$ cat src/rtl/lif_cfg_pkg.sv
// ============================================================================
// Module  : lif_cfg_pkg
// Purpose : Shared types and frame layout for the LIF configuration sequencer.
// Revision: 1.0 - initial release
// ============================================================================
`default_nettype none

package lif_cfg_pkg;

    localparam int FRAME_W       = 23;

    localparam int WEIGHT_W      = 3;
    localparam int LEAK_RATE_W   = 8;
    localparam int THRESHOLD_W   = 8;
    localparam int LEAK_CYC_W    = 4;

    localparam int WEIGHT_MSB    = 22;
    localparam int LEAK_RATE_MSB = 19;
    localparam int THRESHOLD_MSB = 11;
    localparam int LEAK_CYC_MSB  = 3;

    typedef enum logic [1:0] {
        IDLE     = 2'd0,
        SHIFT    = 2'd1,
        WAIT_RDY = 2'd2,
        ACTIVE   = 2'd3
    } state_e;

    // Loader expects weight first, leak_cycles last, MSB first within each field.
    function automatic logic [FRAME_W-1:0] pack_frame(
        input logic [WEIGHT_W-1:0]    weight,
        input logic [LEAK_RATE_W-1:0] leak_rate,
        input logic [THRESHOLD_W-1:0] threshold,
        input logic [LEAK_CYC_W-1:0]  leak_cycles
    );
        logic [FRAME_W-1:0] f;
        f = '0;
        f[WEIGHT_MSB    -: WEIGHT_W]    = weight;
        f[LEAK_RATE_MSB -: LEAK_RATE_W] = leak_rate;
        f[THRESHOLD_MSB -: THRESHOLD_W] = threshold;
        f[LEAK_CYC_MSB  -: LEAK_CYC_W]  = leak_cycles;
        return f;
    endfunction

endpackage

`default_nettype wire

$ cat src/rtl/lif_cfg_shifter.sv
// ============================================================================
// Module  : lif_cfg_shifter
// Purpose : Parallel-load, MSB-first shift register with bit counter and done.
// Revision: 1.0 - initial release
// ============================================================================
`default_nettype none

module lif_cfg_shifter
    import lif_cfg_pkg::*;
#(
    parameter int WIDTH = FRAME_W
) (
    input  logic             clk,
    input  logic             reset,
    input  logic             enable,
    input  logic             load,
    input  logic [WIDTH-1:0] frame_in,
    output logic             serial_out,
    output logic             done
);

    localparam int CNT_W = $clog2(WIDTH);

    logic [WIDTH-1:0] sreg_q,   sreg_d;
    logic [CNT_W-1:0] cnt_q,    cnt_d;
    logic             active_q, active_d;
    logic             serial_q, serial_d;
    logic             w_last;

    assign w_last     = active_q && (cnt_q == CNT_W'(WIDTH - 1));
    assign serial_out = serial_q;
    assign done       = w_last;

    // The first bit is presented straight from the load, so sreg only keeps the remainder.
    always_comb begin
        sreg_d   = sreg_q;
        cnt_d    = cnt_q;
        active_d = active_q;
        serial_d = serial_q;
        if (enable) begin
            if (load) begin
                sreg_d   = frame_in << 1;
                serial_d = frame_in[WIDTH-1];
                cnt_d    = '0;
                active_d = 1'b1;
            end else if (active_q) begin
                if (w_last) begin
                    serial_d = 1'b0;
                    active_d = 1'b0;
                    cnt_d    = '0;
                end else begin
                    serial_d = sreg_q[WIDTH-1];
                    sreg_d   = sreg_q << 1;
                    cnt_d    = cnt_q + CNT_W'(1);
                end
            end
        end
    end

    always_ff @(posedge clk) begin
        if (reset) begin
            sreg_q   <= '0;
            cnt_q    <= '0;
            active_q <= 1'b0;
            serial_q <= 1'b0;
        end else begin
            sreg_q   <= sreg_d;
            cnt_q    <= cnt_d;
            active_q <= active_d;
            serial_q <= serial_d;
        end
    end

endmodule

`default_nettype wire

$ cat src/rtl/lif_cfg_sequencer.sv
// ============================================================================
// Module  : lif_cfg_sequencer
// Purpose : Serialises a parameter set to the LIF loader and gates neuron runs.
// Revision: 1.0 - initial release
// ============================================================================
`default_nettype none

module lif_cfg_sequencer
    import lif_cfg_pkg::*;
#(
    parameter int TIMEOUT = 64,
    parameter int FRAME_W = 23
) (
    input  logic                   clk,
    input  logic                   reset,
    input  logic                   enable,
    input  logic                   cfg_valid,
    output logic                   cfg_ready,
    input  logic [WEIGHT_W-1:0]    cfg_weight,
    input  logic [LEAK_RATE_W-1:0] cfg_leak_rate,
    input  logic [THRESHOLD_W-1:0] cfg_threshold,
    input  logic [LEAK_CYC_W-1:0]  cfg_leak_cycles,
    input  logic                   run_req,
    input  logic                   params_ready_in,
    output logic                   load_mode,
    output logic                   serial_data,
    output logic                   input_enable,
    output logic                   busy,
    output logic                   cfg_error
);

    state_e       state_q,        state_d;
    logic [7:0]   tmo_q,          tmo_d;
    logic         load_mode_q,    load_mode_d;
    logic         input_enable_q, input_enable_d;
    logic         cfg_error_q,    cfg_error_d;

    logic               w_accept;
    logic               w_shift_done;
    logic [FRAME_W-1:0] w_frame;

    assign cfg_ready    = (state_q == IDLE) || (state_q == ACTIVE);
    assign busy         = (state_q == SHIFT) || (state_q == WAIT_RDY);
    assign w_accept     = enable && cfg_valid && cfg_ready;
    assign w_frame      = pack_frame(cfg_weight, cfg_leak_rate, cfg_threshold, cfg_leak_cycles);

    assign load_mode    = load_mode_q;
    assign input_enable = input_enable_q;
    assign cfg_error    = cfg_error_q;

    lif_cfg_shifter #(
        .WIDTH      (FRAME_W)
    ) u_shifter (
        .clk        (clk),
        .reset      (reset),
        .enable     (enable),
        .load       (w_accept),
        .frame_in   (w_frame),
        .serial_out (serial_data),
        .done       (w_shift_done)
    );

    always_comb begin
        state_d        = state_q;
        tmo_d          = tmo_q;
        load_mode_d    = load_mode_q;
        input_enable_d = input_enable_q;
        cfg_error_d    = cfg_error_q;
        if (enable) begin
            case (state_q)
                IDLE: begin
                    input_enable_d = 1'b0;
                    if (w_accept) begin
                        state_d     = SHIFT;
                        load_mode_d = 1'b1;
                        cfg_error_d = 1'b0;
                    end
                end
                SHIFT: begin
                    input_enable_d = 1'b0;
                    if (w_shift_done) begin
                        state_d     = WAIT_RDY;
                        load_mode_d = 1'b0;
                        tmo_d       = '0;
                    end
                end
                WAIT_RDY: begin
                    if (params_ready_in) begin
                        state_d = ACTIVE;
                        tmo_d   = '0;
                    end else if (tmo_q == 8'(TIMEOUT - 1)) begin
                        state_d     = IDLE;
                        cfg_error_d = 1'b1;
                        tmo_d       = '0;
                    end else begin
                        tmo_d = tmo_q + 8'd1;
                    end
                end
                ACTIVE: begin
                    // A new parameter set outranks a simultaneous loss of params_ready.
                    if (w_accept) begin
                        state_d        = SHIFT;
                        load_mode_d    = 1'b1;
                        input_enable_d = 1'b0;
                        cfg_error_d    = 1'b0;
                    end else if (!params_ready_in) begin
                        state_d        = IDLE;
                        input_enable_d = 1'b0;
                    end else begin
                        input_enable_d = run_req;
                    end
                end
                default: begin
                    state_d        = IDLE;
                    load_mode_d    = 1'b0;
                    input_enable_d = 1'b0;
                end
            endcase
        end
    end

    always_ff @(posedge clk) begin
        if (reset) begin
            state_q        <= IDLE;
            tmo_q          <= '0;
            load_mode_q    <= 1'b0;
            input_enable_q <= 1'b0;
            cfg_error_q    <= 1'b0;
        end else begin
            state_q        <= state_d;
            tmo_q          <= tmo_d;
            load_mode_q    <= load_mode_d;
            input_enable_q <= input_enable_d;
            cfg_error_q    <= cfg_error_d;
        end
    end

endmodule

`default_nettype wire
$ cat config.mk
export PLATFORM = sky130hd
export DESIGN_NAME = lif_cfg_sequencer
export DESIGN_NICKNAME = d
export VERILOG_FILES = /design/src/rtl/lif_cfg_pkg.sv /design/src/rtl/lif_cfg_shifter.sv /design/src/rtl/lif_cfg_sequencer.sv
export SDC_FILE = /design/constraint.sdc
export NUM_CORES = 1
export LEC_CHECK = 0
export CAP_MARGIN = 10
export CORE_MARGIN = 2
export CORE_UTILIZATION = 53
export DETAILED_ROUTE_END_ITERATION = 10
export PLACE_DENSITY = 0.83
export SYNTH_ARGS = -nofsm -noshare
export SYNTH_HDL_FRONTEND = slang
export SYNTH_SLANG_ARGS = --single-unit
$ cat constraint.sdc
create_clock -name clk -period 2.65 [get_ports clk]
set_clock_uncertainty 0.05 [all_clocks]
set_input_delay 0.265 -clock clk [delete_from_list [all_inputs] [get_ports clk]]
set_output_delay 0.265 -clock clk [all_outputs]
set_load 0.01 [all_outputs]
# After elaboration in Yosys (flattened, before gate mapping)
# Index checks and enable logic that the tools add are counted.
[classes]
reduce_logical = 20
addsub = 2
eq_ne = 13
n_mux = 33
[ops]
columns = ["cell", "count"]
rows = [
  ["23-bit 2-to-1 mux", 3],
  ["8-bit 2-to-1 mux", 3],
  ["8-bit case mux with 2 select lines", 1],
  ["5-bit 2-to-1 mux", 3],
  ["1-bit 2-to-1 mux", 13],
  ["2-bit 2-to-1 mux", 6],
  ["2-bit by 1-bit != test with 1-bit output (second input constant)", 5],
  ["5-bit AND reduction", 2],
  ["2-bit nonzero test", 5],
  ["8-bit by 1-bit adder with 8-bit output (second input constant)", 1],
  ["8-bit by 6-bit == test with 1-bit output (second input constant)", 1],
  ["2-bit case mux with 4 select lines", 1],
  ["3-bit by 2-bit != test with 1-bit output (second input constant)", 2],
  ["1-bit case mux with 2 select lines", 3],
  ["3-bit AND reduction", 2],
  ["5-bit by 1-bit adder with 5-bit output (second input constant)", 1],
  ["5-bit == test (second input constant)", 1],
  ["2-bit == test (second input constant)", 2],
  ["2-bit AND reduction", 2],
  ["4-bit AND reduction", 1],
  ["2-bit OR reduction", 2],
  ["1-bit logical AND", 3],
  ["2-bit by 1-bit == test with 1-bit output (second input constant)", 1],
  ["2-bit logical NOT", 1],
  ["other kinds (2)", 3],
]
[word_totals]
elab_cells = 77
out_inout_bits = 6
reg_bits = 43

# Logic depth before layout (Yosys ltp)
# Gate-level depths: netlist of run 1.
[depth]
word_depth = 5
depth_mapped = 8
mapped_depth_nobuf = 6

# Cells and area by module
# From an unflattened synthesis of run 1, not the netlist that was laid out.
[hier_totals]
hier_cells = 254
hier_area_um2 = 2280.9
[by_module_without_submodules]
columns = ["module", "instances", "seq_area_each_um2", "area_each_um2", "cells_each"]
rows = [
  ["lif_cfg_shifter", 1, 580.6, 1541.5, 167],
  ["lif_cfg_sequencer", 1, 260.2, 739.5, 87],
]

# Worst setup path after synthesis of run 1
# OpenSTA, ideal clock, no wires.
[synth_timing]
path_kind = "register to register"
start = "register state_q[0]"
end = "register u_shifter.cnt_q[4]"
period_less_slack_ns = 1.998
setup_slack_ns = 0.652
stages_incl_launch_ff = 8
arrival_ns = 1.857
path_buffers = 1
cell_sequence = "dfxtp_1 inv_1 ha_1 and3b_1 clkbuf_1 nor3_2 a41oi_1 a311oi_1"
[synth_between]
elab_chain_cells = 5
[synth_lines]
columns = ["element", "line", "rtl"]
rows = [
  ["start, declared", "lif_cfg_sequencer.sv:32", "state_e state_q, state_d;"],
  ["start signal, assigned", "lif_cfg_sequencer.sv:130", "state_q <= state_d;"],
  ["2-bit == test / 2-bit logical NOT (equally long branches)", "lif_cfg_sequencer.sv:42", "assign cfg_ready = (state_q == IDLE) || (state_q == ACTIVE);"],
  ["1-bit logical OR (*)", "lif_cfg_sequencer.sv:42", ""],
  ["1-bit logical AND (*)", "lif_cfg_sequencer.sv:44", "assign w_accept = enable && cfg_valid && cfg_ready;"],
  ["2-bit nonzero test (no line)", "--", ""],
  ["2-bit AND reduction (no line)", "--", ""],
  ["end signal, assigned", "lif_cfg_shifter.sv:68", "cnt_q <= cnt_d;"],
  ["end, declared", "lif_cfg_shifter.sv:25", "logic [CNT_W-1:0] cnt_q, cnt_d;"],
]
# Mark *: on every way between the ends. The rest lies on a longest branch, timed or not.
# A chain may end at the register's enable or synchronous reset.

# Final worst setup path of run 1
[layout_timing]
start = "register state_q[0]"
end = "register u_shifter.cnt_q[3]"
# Same word-level chain as after synthesis.

==> results of run 1 <==
[final timing paths]
check	from	end	depth (start not counted)
worst min register to register	u_shifter.sreg_q[1]$_SDFFE_PP0P_	u_shifter.sreg_q[1]$_SDFFE_PP0P_	2
worst max-delay path	state_q[0]$_SDFFE_PP0P_	u_shifter.cnt_q[3]$_SDFFE_PP0P_	6
worst max register to register	state_q[0]$_SDFFE_PP0P_	u_shifter.cnt_q[3]$_SDFFE_PP0P_	6
worst min-delay path	u_shifter.sreg_q[1]$_SDFFE_PP0P_	u_shifter.sreg_q[1]$_SDFFE_PP0P_	2
[metrics by stage]
stage               instances  worst slack (ns)
finish                    326             0.488
CTS                       326             0.479
detailed placement        318             0.379
global placement          318             0.421
floorplan                 246             0.652
global route              326             0.283
[area by class of cell]
cell class / instances / area share
clock buffers: 5 / 0.0262
clock inverters: 3 / 0.0153
inverters: 8 / 0.0114
multi-input cells: 180 / 0.462
flip-flops and latches: 42 / 0.320
well taps: 50 / 0.0238
repair buffers: 38 / 0.141
[Yosys cell counts (3+ instances only)]
| library cell | number | area [um2] |
|---|---|---|
| nand2_1 | 15 | 56.3 |
| nor2_1 | 30 | 113 |
| mux2i_1 | 22 | 220 |
| nand3b_1 | 3 | 22.5 |
| o21ai_0 | 4 | 20.0 |
| dfxtp_1 | 42 | 841 |
| inv_1 | 8 | 30.0 |
| ha_1 | 7 | 87.6 |
| clkbuf_1 | 10 | 37.5 |
| a21oi_1 | 19 | 95.1 |
| a311oi_1 | 3 | 26.3 |
| nand3_1 | 9 | 45.0 |
| nand4b_1 | 3 | 26.3 |
| a211oi_1 | 21 | 158 |
| buf_4 | 3 | 22.5 |
| nand2b_1 | 3 | 18.8 |
[cell usage in the layout, fill, tap and decap left out, drive strengths merged, types with 3 or more instances in the layout]
cell type | netlist | final
a211oi | 21 | 21
a21oi | 19 | 19
a311oi | 3 | 3
buf | 6 | 4
clkbuf | 10 | 5
clkdlybuf4s50 | 0 | 34
dfxtp | 42 | 42
ha | 7 | 7
inv | 8 | 8
mux2i | 22 | 22
nand2 | 16 | 16
nand2b | 3 | 3
nand3 | 10 | 10
nand3b | 3 | 3
nand4b | 3 | 3
nor2 | 31 | 31
nor3 | 3 | 3
o21ai | 4 | 4
or4 | 3 | 3
[worst max-delay path, cell delays in order, from the launching register on]
cell and delay, ns:
dfxtp_1 0.42, inv_1 0.09, ha_1 0.39, and3b_1 0.30
nor3_2 0.41, a41oi_1 0.17, a311oi_1 0.24
[cells by family (layout without fill, tap and decap cells)]
family,after synthesis,in the layout,share of synthesized area
flops,42,42,0.390
simple gates,86,86,0.209
buf+inv,24,54,0.0482
compound gates,65,65,0.210
fa+ha+maj,7,7,0.0406
mux,22,22,0.102
[power by group through the flow]
| stage | clock, uW | combinational (uW) | sequential, uW |
|---|---|---|---|
| after global placement | 0 | 227 | 709 |
| after CTS | 508 | 234 | 697 |
| after detailed placement | 0 | 233 | 711 |
| after global routing | 527 | 258 | 703 |
| final | 498 | 233 | 698 |
| after floorplan | 0 | 148 | 704 |
[routing by layer]
metal / share of wire / vias up / global-route usage / routed length, um
li1: - / 973 / - / -
met3: 0.039 / 8 / 0.0500 / 180
met4: 0.017 / 0 / 0.0700 / 77
met1: 0.49 / 851 / 0.291 / 2250
met2: 0.46 / 35 / 0.321 / 2100
met5: 0 / - / 0 / 0
[state kept, by name, summed over array words and instances (netlist names)]
name                  count
cfg_error                 1
input_enable              1
load_mode                 1
state_q                   2
tmo_q                     8
u_shifter.active_q        1
u_shifter.cnt_q           5
u_shifter.serial_out      1
u_shifter.sreg_q         22
==> impl_metrics.csv, run 1 <==
group,metric,value,unit
clock_network,cts_setup_buffers,0,
yosys,yosysSeqAreaShare,0.390,
global_route,antenna_found_initial,0,
pwr,clkPwrFrac,0.349,
clock_network,clk_pin_slew_worst_paths,0.08,ns
placement,placed_cell_area,2510,um2
worst_hold_path,timing.hold.worst.class,"flip-flop to flip-flop",
clock_network,clkSinkCount,42,
die,dieArea,4590,um2
pwr,ir_drop,493,uV
timing,drv_slew,0,
timing,max_freq,462,MHz
pwr,power,1430,uW
timing,rsz0062_at_grt,"no",
status,status,"complete, no violations",
clock_network,cts-root-buf,"clkbuf_8",
timing,min_period,2.16,ns
routing,drc,0,
die,die_h,67.8,um
timing,max_slew_margin,0.634,
yosys,syn-cell-area,2160,um2
timing,finalSetupViolCount,0,
setup_path,worstSetupPathType,"flip-flop to flip-flop",
routing,wl,4600,um
pwr,p_switching,364,uW
setup_path,worst_ep_arrival_time,2.32,ns
die,fp.coreArea,3940,um2
pwr,leakage,0.000902,uW
cells_and_area,multi_input_area,1210,um2
cells_and_area,finalInstanceArea,2620,um2
routing,viasPerCell,5.73,
job,cap_violations,0,
global_route,grt_max_degree,48,
yosys,syn_avg_cell_area,8.76,um2
placement,dpl.hpwl,3160,um
routing,postRouteAntennaNets,0,
global_route,grt_remaining_overflow,0,
yosys,synth_nets,282,
die,rows,23,
setup_path,worstSetupStartpointType,"flip-flop",
yosys,async_flop_share,0,
clock_network,ctsResizeCount,0,
yosys,ys.flop_type,"dfxtp_1",
routing,drtPass1Iterations,4,
yosys,syn_inst,246,
global_route,grt_pass1_wl,7330,um
yosys,synth_enable_flop_cells,0,
pwr,p_int,1070,uW
timing,finalHoldViolCount,0,
cells_and_area,fin_util,0.666,
placement,gp_congestion,0.893,
clock_network,cts_tree,"done",
yosys,synthDistinctLibCells,50,
cells_and_area,area_delta_synth_final,21.7,%
setup_path,cp_data_required_time,2.81,ns
cells_and_area,drive_above_1_share,0.0761,
timing,period_share,0.816,
timing,fin_tns_setup,0,ns
die,start_util,0.547,
routing,drtIter0Drc,119,
timing,hold_ws,0.446,ns
pwr,netSwitchingFraction,0.254,
clock_network,cts_hold_buf,0,
pwr,p_comb_frac,0.163,
timing,worst_pin_slew,0.547,ns
yosys,ys_ff_latch,42,
setup_path,crit_fanout,7,
global_route,grt_pass1_vias,1594,
yosys,yosys_warnings,0,
clock_network,cts_max_path_buffers,2,
routing,routedWlPerCell,14.1,um
cells_and_area,insertedDiodeCount,0,
setup_path,ff2ff_setup_slack,0.49,ns
cells_and_area,regArea,841,um2
pwr,seq_power_share,0.488,
cells_and_area,fill_cells,320,
placement,placement.io_buffers,34,
clock_network,cts_buffers,5,
die,num_io_pins,35,
pwr,power_density,545,nW/um2
clock_network,htreeDepth,2,
cells_and_area,fin_nets,311,
global_route,grt_use_total,0.210,
die,fp.dieW,67.8,um
clock_network,clock_latency,0.30,ns
routing,via_count,1867,
setup_path,worstSetupEndpointType,"flip-flop",
Power figures use the tool's default switching activity.
==> inputs of run 2 (changes only) <==
--- a/config.mk
+++ b/config.mk
@@ -7,9 +7,9 @@
 export LEC_CHECK = 0
 export CAP_MARGIN = 10
 export CORE_MARGIN = 2
-export CORE_UTILIZATION = 53
+export CORE_UTILIZATION = 48
 export DETAILED_ROUTE_END_ITERATION = 10
-export PLACE_DENSITY = 0.83
+export PLACE_DENSITY = 0.8
 export SYNTH_ARGS = -nofsm -noshare
 export SYNTH_HDL_FRONTEND = slang
 export SYNTH_SLANG_ARGS = --single-unit
==> constraint.sdc (replaced) <==
create_clock -name clk -period 1.9 [get_ports clk]
set_clock_uncertainty 0.05 [all_clocks]
set_input_delay 0.19 -clock clk [delete_from_list [all_inputs] [get_ports clk]]
set_output_delay 0.19 -clock clk [all_outputs]
set_load 0.01 [all_outputs]
==> run 2 against run 1 <==
Compared with the run above:
- sequential cell count unchanged
- clock-buffer cell count is the same
- non-clock buffer count is 20 higher
- wire length up 5.7%
- fmax rose by 17%
==> impl_metrics.csv, run 2 (synthesized netlist as in run 1, its figures left out) <==
group,metric,value,unit
timing,worst_pin_slew,0.365,ns
pwr,leakage,0.00102,uW
clock_network,clock_latency,0.30,ns
global_route,grt_use_total,0.191,
cells_and_area,largest_register,"u_shifter.sreg_q",
clock_network,cts-root-buf,"clkbuf_8",
clock_network,cts_buffers,5,
timing,drv_slew,0,
worst_hold_path,whs_path_depth,3,
timing,rsz0062_at_grt,"yes",
setup_path,worstSetupPathType,"flip-flop to flip-flop",
routing,drc,0,
cells_and_area,drive_above_1_share,0.179,
worst_hold_path,timing.hold.worst.class,"primary input to flip-flop",
routing,wl,4870,um
worst_hold_path,min_from,"cfg_weight[2]",
timing,max_slew_margin,0.754,
global_route,grt_remaining_overflow,0,
setup_path,crit_fanout,4,
global_route,grt_max_degree,44,
clock_network,cts_max_path_buffers,2,
timing,min_period,1.85,ns
cells_and_area,largest_reg_flops,22,
pwr,power_density,721,nW/um2
clock_network,htreeDepth,2,
routing,drtIter0Drc,143,
placement,placed_cell_area,2690,um2
setup_path,cp_top_family,"simple AND/OR/NAND/NOR gates",
timing,period_share,0.975,
worst_hold_path,hold_end,"u_shifter.serial_out$_SDFFE_PP0P_",
cells_and_area,fill_cells,345,
cells_and_area,fin_nets,331,
pwr,ir_drop,440,uV
placement,placement.io_buffers,34,
die,fp.dieW,71.0,um
setup_path,cp_cell_sequence,"inv_2, ha_4, nand3_1, o22a_2, or4_2, a21oi_1",
die,rows,24,
cells_and_area,top_regs,"u_shifter.sreg_q x22, tmo_q x8, u_shifter.cnt_q x5",
die,fp.coreArea,4350,um2
setup_path,worstSetupEndpointType,"flip-flop",
setup_path,ff2ff_setup_slack,0.05,ns
setup_path,worst_ep_arrival_time,2.03,ns
clock_network,clk_pin_slew_worst_paths,0.08,ns
die,dieArea,5040,um2
setup_path,path_depth,6,
setup_path,cp_data_required_time,2.08,ns
die,num_io_pins,35,
timing,hold_ws,0.398,ns
placement,gp_congestion,0.837,
cells_and_area,fin_util,0.661,
cells_and_area,final_common_cell,"dfxtp_1",
global_route,antenna_found_initial,0,
clock_network,clkSinkCount,42,
routing,via_count,1973,
cells_and_area,finalInstanceArea,2880,um2
timing,finalSetupViolCount,0,
routing,routedWlPerCell,14.0,um
routing,viasPerCell,5.67,
cells_and_area,area_delta_synth_final,33.4,%
global_route,grt_pass1_wl,7780,um
die,start_util,0.495,
global_route,grt_pass1_vias,1740,
setup_path,r2r-start,"state_q[1]$_SDFFE_PP0P_",
timing,finalHoldViolCount,0,
cells_and_area,final_cell_mix,"39 x dfxtp_1, 32 x clkdlybuf4s50_1, 30 x nor2_1, 22 x mux2i_1, 22 x buf_4",
setup_path,worstSetupStartpointType,"flip-flop",
placement,dpl.hpwl,3410,um
routing,postRouteAntennaNets,0,
timing,max_freq,540,MHz
setup_path,critPathBufInv,1,
cells_and_area,insertedDiodeCount,0,
clock_network,cts_tree,"done",
setup_path,cpPeakStageDelay,0.62,ns
setup_path,critPathSlowestCell,"or4_2",
job,cap_violations,0,
die,die_h,71.0,um
routing,drtPass1Iterations,4,
setup_path,r2r_cells,6,
status,status,"complete, no violations",
setup_path,r2r_end,"tmo_q[4]$_SDFFE_PP0P_",
run 2: metrics by stage:
step           std cells  worst slack, ns  power [uW]  TNS, ns
3_5_place_dp         339          -0.0377        1360  -0.0892
6_report             348           0.0478        2070        0
4_1_cts              347          0.00324        2070        0
2_1_floorplan        246           0.0172        1190        0
3_3_place_gp         339          0.00170        1350        0
5_1_grt              348          -0.0187        2160  -0.0259
run 2: final cells by class:
type	count	area, um2	share of cell area
Timing Repair Buffer	58	543	0.189
Clock buffer	5	68.8	0.0239
Tap cell	52	65.1	0.0226
Inverter	8	30.0	0.0104
Sequential cell	42	847	0.294
Clock inverter	3	43.8	0.0152
Multi-Input combinational cell	180	1280	0.445
run 2: metal layers:
layer  wire length [um]  GRT usage
met2               2210      0.292
met5                  0          0
met1               2330      0.266
met3                276     0.0527
met4                 48     0.0503
run 2: timing repair:
item	CTS	global route
hold buffers	0	0
endpoints found under the setup margin	8	28
setup buffers	0	1
gates resized for setup	4	14
hold endpoints to repair	0	0
pin swaps	0	4
run 2: worst max path at each step:
stage | start | end | slack, ns
detailed placement | state_q[1]$_SDFFE_PP0P_ | u_shifter.cnt_q[4]$_SDFFE_PP0P_ | -0.04
global route | state_q[1]$_SDFFE_PP0P_ | tmo_q[4]$_SDFFE_PP0P_ | -0.02
global placement | enable | tmo_q[4]$_SDFFE_PP0P_ | 0.002
CTS | state_q[0]$_SDFFE_PP0P_ | tmo_q[4]$_SDFFE_PP0P_ | 0.003
floorplan | state_q[0]$_SDFFE_PP0P_ | u_shifter.cnt_q[4]$_SDFFE_PP0P_ | 0.02
finish | state_q[1]$_SDFFE_PP0P_ | tmo_q[4]$_SDFFE_PP0P_ | 0.05
run 2: worst reg2reg max path: cells and delay by family (launching register included):
| kind | cells | cell delay, ns |
|---|---|---|
| adders and majority gates | 1 | 0.15 |
| AOI/OAI and AO/OA | 2 | 0.38 |
| and+or+nand+nor | 2 | 0.72 |
| DFF | 1 | 0.37 |
| buffers and inverters | 1 | 0.11 |
run 2: power breakdown:
part | switching [uW] | internal [uW]
clock | 324 | 394
sequential | 36.1 | 936
combinational | 182 | 202
